## src/rtl/cpu_fetch_stage.sv

```systemverilog
// cpu_fetch_stage: instruction-fetch front end.
// Owns the PC and issues one word-addressed read per cycle to a synchronous
// instruction memory with 1-cycle read latency. Returned words are queued with
// their PCs in a small FIFO and handed to decode over a valid/ready handshake.
// A redirect from execute reloads the PC and throws away all fetched work.
module cpu_fetch_stage #(
    parameter int ADDR_W   = 8,
    parameter int INSTR_W  = 16,
    parameter int RESET_PC = 0,
    parameter int DEPTH    = 2
) (
    input  logic               clk,
    input  logic               reset,
    output logic               imem_rd_en,
    output logic [ADDR_W-1:0]  imem_addr,
    input  logic [INSTR_W-1:0] imem_rdata,
    input  logic               redirect_valid,
    input  logic [ADDR_W-1:0]  redirect_pc,
    output logic               out_valid,
    input  logic               out_ready,
    output logic [INSTR_W-1:0] out_instr,
    output logic [ADDR_W-1:0]  out_pc
);

    localparam int CNT_W = $clog2(DEPTH + 1);
    localparam int PTR_W = (DEPTH > 1) ? $clog2(DEPTH) : 1;

    logic [ADDR_W-1:0]  pc;
    logic               inflight;
    logic [ADDR_W-1:0]  inflight_pc;

    logic [INSTR_W-1:0] fifo_instr [DEPTH];
    logic [ADDR_W-1:0]  fifo_pc    [DEPTH];
    logic [CNT_W-1:0]   count;
    logic [PTR_W-1:0]   rd_ptr;
    logic [PTR_W-1:0]   wr_ptr;

    logic               pop;
    logic               issue;
    logic [CNT_W:0]     credit_used;
    logic [PTR_W-1:0]   rd_ptr_inc;
    logic [PTR_W-1:0]   wr_ptr_inc;

    // Handshake, issue credit check and head presentation; outputs read zero when the FIFO is empty.
    always_comb begin
        out_valid   = (count != '0);
        pop         = out_valid && out_ready;
        credit_used = {1'b0, count} + (CNT_W + 1)'(inflight) - (CNT_W + 1)'(pop);
        issue       = reset && !redirect_valid && (credit_used < (CNT_W + 1)'(DEPTH));
        imem_rd_en  = issue;
        imem_addr   = pc;
        out_instr   = '0;
        out_pc      = '0;
        if (out_valid) begin
            out_instr = fifo_instr[rd_ptr];
            out_pc    = fifo_pc[rd_ptr];
        end
        rd_ptr_inc  = (rd_ptr == PTR_W'(DEPTH - 1)) ? '0 : rd_ptr + 1'b1;
        wr_ptr_inc  = (wr_ptr == PTR_W'(DEPTH - 1)) ? '0 : wr_ptr + 1'b1;
    end

    // PC and the single outstanding request; a redirect cancels the returning word.
    always_ff @(posedge clk or negedge reset) begin
        if (!reset) begin
            pc          <= ADDR_W'(RESET_PC);
            inflight    <= 1'b0;
            inflight_pc <= '0;
        end else if (redirect_valid) begin
            pc          <= redirect_pc;
            inflight    <= 1'b0;
        end else begin
            inflight <= issue;
            if (issue) begin
                pc          <= pc + 1'b1;
                inflight_pc <= pc;
            end
        end
    end

    // FIFO bookkeeping: returning word pushes, accepted head pops, redirect empties.
    always_ff @(posedge clk or negedge reset) begin
        if (!reset) begin
            count  <= '0;
            rd_ptr <= '0;
            wr_ptr <= '0;
        end else if (redirect_valid) begin
            count  <= '0;
            rd_ptr <= '0;
            wr_ptr <= '0;
        end else begin
            if (inflight) begin
                wr_ptr <= wr_ptr_inc;
            end
            if (pop) begin
                rd_ptr <= rd_ptr_inc;
            end
            count <= count + CNT_W'(inflight) - CNT_W'(pop);
        end
    end

    // FIFO storage needs no reset since the head is only visible while count is nonzero.
    always_ff @(posedge clk) begin
        if (reset && !redirect_valid && inflight) begin
            fifo_instr[wr_ptr] <= imem_rdata;
            fifo_pc[wr_ptr]    <= inflight_pc;
        end
    end

endmodule
```

## config.mk

```make
export PLATFORM = sky130hd
export DESIGN_NAME = cpu_fetch_stage
export DESIGN_NICKNAME = d
export VERILOG_FILES = /design/src/rtl/cpu_fetch_stage.sv
export SDC_FILE = /design/constraint.sdc
export NUM_CORES = 1
export LEC_CHECK = 0
export ABC_AREA = 1
export CAP_MARGIN = 5
export CORE_MARGIN = 8
export CORE_UTILIZATION = 45
export DETAILED_ROUTE_END_ITERATION = 6
export PLACE_DENSITY = 0.79
export SLEW_MARGIN = 15
export SYNTH_ARGS = -nofsm -noshare
export SYNTH_HDL_FRONTEND = slang
export SYNTH_SLANG_ARGS = --single-unit
```

## constraint.sdc

```tcl
create_clock -name clk -period 10.2 [get_ports clk]
set_input_delay 3.06 -clock clk [delete_from_list [all_inputs] [get_ports clk]]
set_output_delay 3.06 -clock clk [all_outputs]
set_load 0.1 [all_outputs]
```

==> reports/metrics.csv, run 1 <==
metric,value,unit
status,finished clean,
sequential area share after synthesis,66.9,%
routed len/inst,14.3,um
worst skew pair latency,330,ps
GPL Wtd Cong,0.860,
depth of the worst hold-timing path,0,
final HPWL from detailed placement,4.13,mm
pre-CTS WS,1580,ps
1st-iter DRT viols,86,
setup tns final,0,ps
Pwr Density,309,mW/mm^2
layout cell share with drive strength beyond 1,10.6,%
initial antenna violation count,0,
"Net Count, Synth",302,
Max Buffers Root-to-Sink,2,
Vias/cell,4.95,
CP endpoint kind,primary output,
Syn Inst Count,270,
starting density of the core,46.3,%
Final Hold Viols,0,
Lkg Pwr,1.50,nW
Worst-Margin Slew,1030,ps
total grt overflow,0,
I/O pins,62,
"Slew Viols, Final",0,
Startpoint Class,primary input,
WS Path Type,primary input to primary output,
Placeable Area,0.00635,sq mm
peak supply drop,0.248,mV
critical path required time,7140,ps
Synth Area per Inst,10.9,sq um
Yosys warning count,0,
Netlist cell types,25,
row cnt,29,
Fmax achieved,116,MHz
Port Buffers,61,
NumNets Final,367,
fin crit period,8610,ps
Area Overhead vs Synth,29.1,%
RSZ-0062 raised after global routing,no,
Post-Syn Area,0.00294,sq mm
Post-DRT Antenna Nets,0,
total track usage,13.0,%
DRC Markers,0,
antenna diode count,0,
clock sinks,69,
vias,2065,
Die H,96.9,um
"commonest non-fill, non-tap cell in the layout",nand2_1,
Root Buffer,clkbuf_8,
Yosys reg bits,69,
first-pass detailed-route iteration total,4,
final core utilization,59.8,%
crit path DAT,5550,ps
Setup Skew,6.03,ps
Setup-failing EPs final,0,
Worst Reg-to-Reg Cells,12,
maxcap violations,0,
Setup Buffers After CTS,0,
Num CTS Buffers,9,
H-tree depth,3,
largest net degree at the start of global routing,28,
worst hold slack,475,ps
clock-pin slew of the registers on the worst-case setup and hold paths,70,ps
global-route wire length before repair,10.0,mm
Post-CTS Hold Fix Bufs,0,
CTS tree,yes,
die area,0.00938,sq mm
"Gates resized, CTS repair",0,
Max transition margin,31.0,%
Hold Crit Class,register to register,
vias in the first global route,2158,
fin crit share,84.5,%
fin worst setup slack,1590,ps
CP max FO,12,
most frequent cells in the layout,"nand2_1, clkdlybuf4s50_1, edfxtp_1, a21oi_1, dfrtp_1",
Die X,96.9,um
WL final,5.96,mm
[layer usage]
| metal | track usage, % | vias to the layer above | routed length (um) |
|---|---|---|---|
| li1 | - | 1036 | - |
| met3 | 4.27 | 9 | 351 |
| met2 | 20.7 | 67 | 2760 |
| met5 | 0 | - | 0 |
| met4 | 6.27 | 0 | 97 |
| met1 | 15.5 | 953 | 2750 |
[metrics by stage]
step / instance area, sq um / instances / total power [W]
6_report: 3800 / 417 / 0.00117
5_1_grt: 3800 / 417 / 0.00123
3_5_place_dp: 3610 / 401 / 0.000975
3_3_place_gp: 3610 / 401 / 0.000968
4_1_cts: 3800 / 417 / 0.00119
2_1_floorplan: 2940 / 270 / 0.000843
[path summary, 6_finish.rpt]
path,startpoint,to,slack [ps]
min in group asynchronous,reset,imem_addr[2],3080
setup reg to reg,count[1],imem_addr[0],6810
hold / removal,inflight_pc[0],fifo_pc[0][0],480
max in group asynchronous,reset,inflight_pc[0],6870
hold reg to reg,inflight_pc[0],fifo_pc[0][0],480
setup / recovery,out_ready,imem_rd_en,1590
[synthesized netlist by cell type]
| cell | instances | area (sq um) |
|---|---|---|
| a21boi_0 | 2 | 15.0 |
| a21oi_1 | 26 | 130 |
| buf_2 | 4 | 20.0 |
| buf_4 | 2 | 15.0 |
| buf_6 | 1 | 11.3 |
| buf_8 | 1 | 15.0 |
| clkbuf_1 | 2 | 7.51 |
| dfrtp_1 | 21 | 526 |
| edfxtp_1 | 48 | 1440 |
| fa_1 | 1 | 20.0 |
| ha_1 | 3 | 37.5 |
| inv_1 | 16 | 60.1 |
| inv_2 | 1 | 3.75 |
| inv_4 | 1 | 6.26 |
| nand2_1 | 91 | 342 |
| nand2_2 | 3 | 18.8 |
| nand2_4 | 1 | 11.3 |
| nand3_1 | 19 | 95.1 |
| nand3_2 | 2 | 20.0 |
| nor2_1 | 11 | 41.3 |
| nor2_2 | 1 | 6.26 |
| nor2_4 | 2 | 22.5 |
| nor3b_1 | 1 | 7.51 |
| o21ai_0 | 5 | 25.0 |
| o21ai_2 | 5 | 43.8 |
[state kept, by name, indices dropped and copies added (netlist names)]
register	cells
fifo_instr	32
wr_ptr	1
imem_addr	8
fifo_pc	16
inflight_pc	8
rd_ptr	1
inflight	1
count	2
[power breakdown]
| part | internal (W) | leakage (nW) | switching [W] |
|---|---|---|---|
| sequential | 0.000351 | 0.699 | 0.0000493 |
| clock | 0.000111 | 0.0903 | 0.0000981 |
| combinational | 0.000129 | 0.712 | 0.000436 |
[cells by family (layout without fill, tap and decap cells)]
group / count (synthesis) / count (layout) / synth area share [%]
DFF: 69 / 69 / 66.9
buffers and inverters: 28 / 98 / 4.72
and+or+nand+nor: 131 / 131 / 19.2
adders and majority gates: 4 / 4 / 1.96
AOI/OAI and AO/OA: 38 / 38 / 7.27
[critical path: stages]
cell and delay [ps]:
clkdlybuf4s50_1 450, inv_1 40, nor2_1 170, ha_1 260, inv_1 60, ha_1 150, fa_1 470, inv_1 130
nand3_2 110, nor2_4 300, buf_4 360
[layout make-up]
| class | instances | area, sq um |
|---|---|---|
| fill | 535 | 2550 |
| clock inverter | 7 | 66.3 |
| timing repair buffer | 64 | 631 |
| clock buffer | 9 | 124 |
| sequential | 69 | 1970 |
| tap | 77 | 96.3 |
| multi-input combinational | 173 | 843 |
| inverter | 18 | 70.1 |
Note: power is estimated with default switching activity, not from simulation.
==> inputs of run 2 (changes only) <==
PLACE_DENSITY = 0.82   (was 0.79)
clock period = 7.8 ns   (was 10.2 ns; I/O delays follow)
==> reports/metrics.csv, run 2 (synthesized netlist as in run 1, its figures left out) <==
metric,value,unit,change
Lkg Pwr,1.51,nW,+0.25%
global-route wire length before repair,10.1,mm,+1.3%
final HPWL from detailed placement,4.17,mm,+0.83%
layout cell share with drive strength beyond 1,10.3,%,-0.29 points
initial antenna violation count,0,,unchanged
starting density of the core,46.3,%,unchanged
first-pass detailed-route iteration total,5,,+1
vias,2089,,+1.2%
Num CTS Buffers,9,,unchanged
Setup Buffers After CTS,0,,unchanged
die area,0.00938,sq mm,unchanged
WL final,6.06,mm,+1.8%
GPL Wtd Cong,0.846,,-1.7%
routed length on met2,2.90,mm,+5.0%
Multi-input gate area,843,sq um,unchanged
NumNets Final,367,,unchanged
largest reg by FF count,fifo_instr,,
Pwr Density,404,mW/mm^2,+31%
Die X,96.9,um,unchanged
largest net degree at the start of global routing,28,,unchanged
"Gates resized, CTS repair",0,,unchanged
critical path required time,5460,ps,-1680 ps
Final Hold Viols,0,,unchanged
clock sinks,69,,unchanged
Fmax achieved,142,MHz,
Setup Skew,6.34,ps,+0.311 ps
worst hold start,inflight_pc[7],,
routed wl met3,399,um,+14%
clock-pin slew of the registers on the worst-case setup and hold paths,70,ps,about the same
Setup-failing EPs final,0,,unchanged
Post-CTS Hold Fix Bufs,0,,unchanged
Area Overhead vs Synth,29.3,%,
Vias/cell,5.01,,+1.2%
fin crit period,7040,ps,
"Slew Viols, Final",0,,unchanged
Startpoint Class,primary input,,
Die H,96.9,um,unchanged
routed len/inst,14.5,um,+1.8%
Fillers,511,,-4.5%
"commonest non-fill, non-tap cell in the layout",nand2_1,,
Max Buffers Root-to-Sink,2,,unchanged
maxcap violations,0,,unchanged
Max transition margin,30.2,%,-0.82 points
Layout Cells excl Fill,417,,unchanged
CP endpoint kind,primary output,,
setup tns final,0,ps,unchanged
fin crit share,90.3,%,
register area,0.00197,sq mm,unchanged
row cnt,29,,unchanged
dpl cell area,0.00362,sq mm,+0.35%
vias in the first global route,2087,,-3.3%
Placed Cells,401,,unchanged
final core utilization,59.9,%,+0.079 points
total grt overflow,0,,unchanged
H-tree depth,3,,unchanged
1st-iter DRT viols,81,,-5.8%
I/O pins,62,,unchanged
crit path DAT,4700,ps,-850 ps
DRC Markers,0,,unchanged
RSZ-0062 raised after global routing,no,,
reg-to-reg startpoint,count[1],,
biggest regs,"fifo_instr x32, fifo_pc x16",,
status,finished clean,,
Final Cell Area,0.00380,sq mm,+0.13%
CTS tree,yes,,
beginning of the critical path,out_ready,,
number of flip-flops in the largest register,32,,unchanged
most frequent cells in the layout,"nand2_1, clkdlybuf4s50_1, edfxtp_1, a21oi_1, dfrtp_1",,
peak supply drop,0.249,mV,+0.36%
Post-DRT Antenna Nets,0,,unchanged
CP max FO,12,,unchanged
Port Buffers,61,,unchanged
worst skew pair latency,330,ps,about the same
uppermost layer routed,met4,,
total track usage,13.4,%,+0.38 points
WS Path Type,primary input to primary output,,
Hold Crit Class,register to register,,
Placeable Area,0.00635,sq mm,unchanged
met1 WL,2.68,mm,-2.4%
Root Buffer,clkbuf_8,,
Worst-Margin Slew,1050,ps,+12.3 ps
antenna diode count,0,,unchanged
-- run 2: cell count changes in the layout (fill, tap and decap cells not counted) --
cell and change:
clkinv_2 +1, clkinv_1 -1, clkbuf_1 +2, buf_4 -1, clkinvlp_4 -1, clkinv_4 -1
buf_12 +1
-- run 2: worst max-delay path: stages --
cell             delay, ps
clkdlybuf4s50_1        450
inv_1                   30
nor2_1                 160
ha_1                   260
inv_1                   50
ha_1                   140
fa_1                   460
inv_1                  130
nand3_2                110
nor2_4                 320
buf_12                 220
-- run 2: area by class of cell --
class	count	area share [%]
clock inverters	5	1.35
repair buffers	64	16.9
well taps	77	2.53
inverters	18	1.84
multi-input cells	173	22.2
flip-flops and latches	69	51.7
clock buffers	11	3.46
-- run 2: where the power goes --
part | internal, W | switching [W] | leakage [nW]
combinational | 0.000172 | 0.000573 | 0.716
clock | 0.000146 | 0.000122 | 0.0907
sequential | 0.000459 | 0.0000635 | 0.699
total | 0.000777 | 0.000758 | 1.51
-- run 2: routing by layer --
layer  GRT usage, %  vias up
li1               -     1030
met1           16.1      981
met2           20.6       69
met3           5.19        9
met4           6.27        0
met5              0        -
-- run 2: final timing paths --
check	cells past startpoint	slack [ps]	end
worst min register to register	0	470	fifo_pc[1][7]
worst max-delay path	11	760	imem_rd_en
min in group asynchronous	2	2360	imem_addr[7]
worst max register to register	12	4370	imem_addr[0]
worst min-delay path	0	470	fifo_pc[1][7]
max in group asynchronous	2	5190	inflight_pc[7]
-- run 2: metrics by stage --
stage	power, W	worst slack, ps	hold slack (ps)
3_3_place_gp	0.00127	793	450
3_5_place_dp	0.00128	761	457
4_1_cts	0.00155	749	471
2_1_floorplan	0.00110	1480	442
6_report	0.00154	755	468
5_1_grt	0.00161	618	490
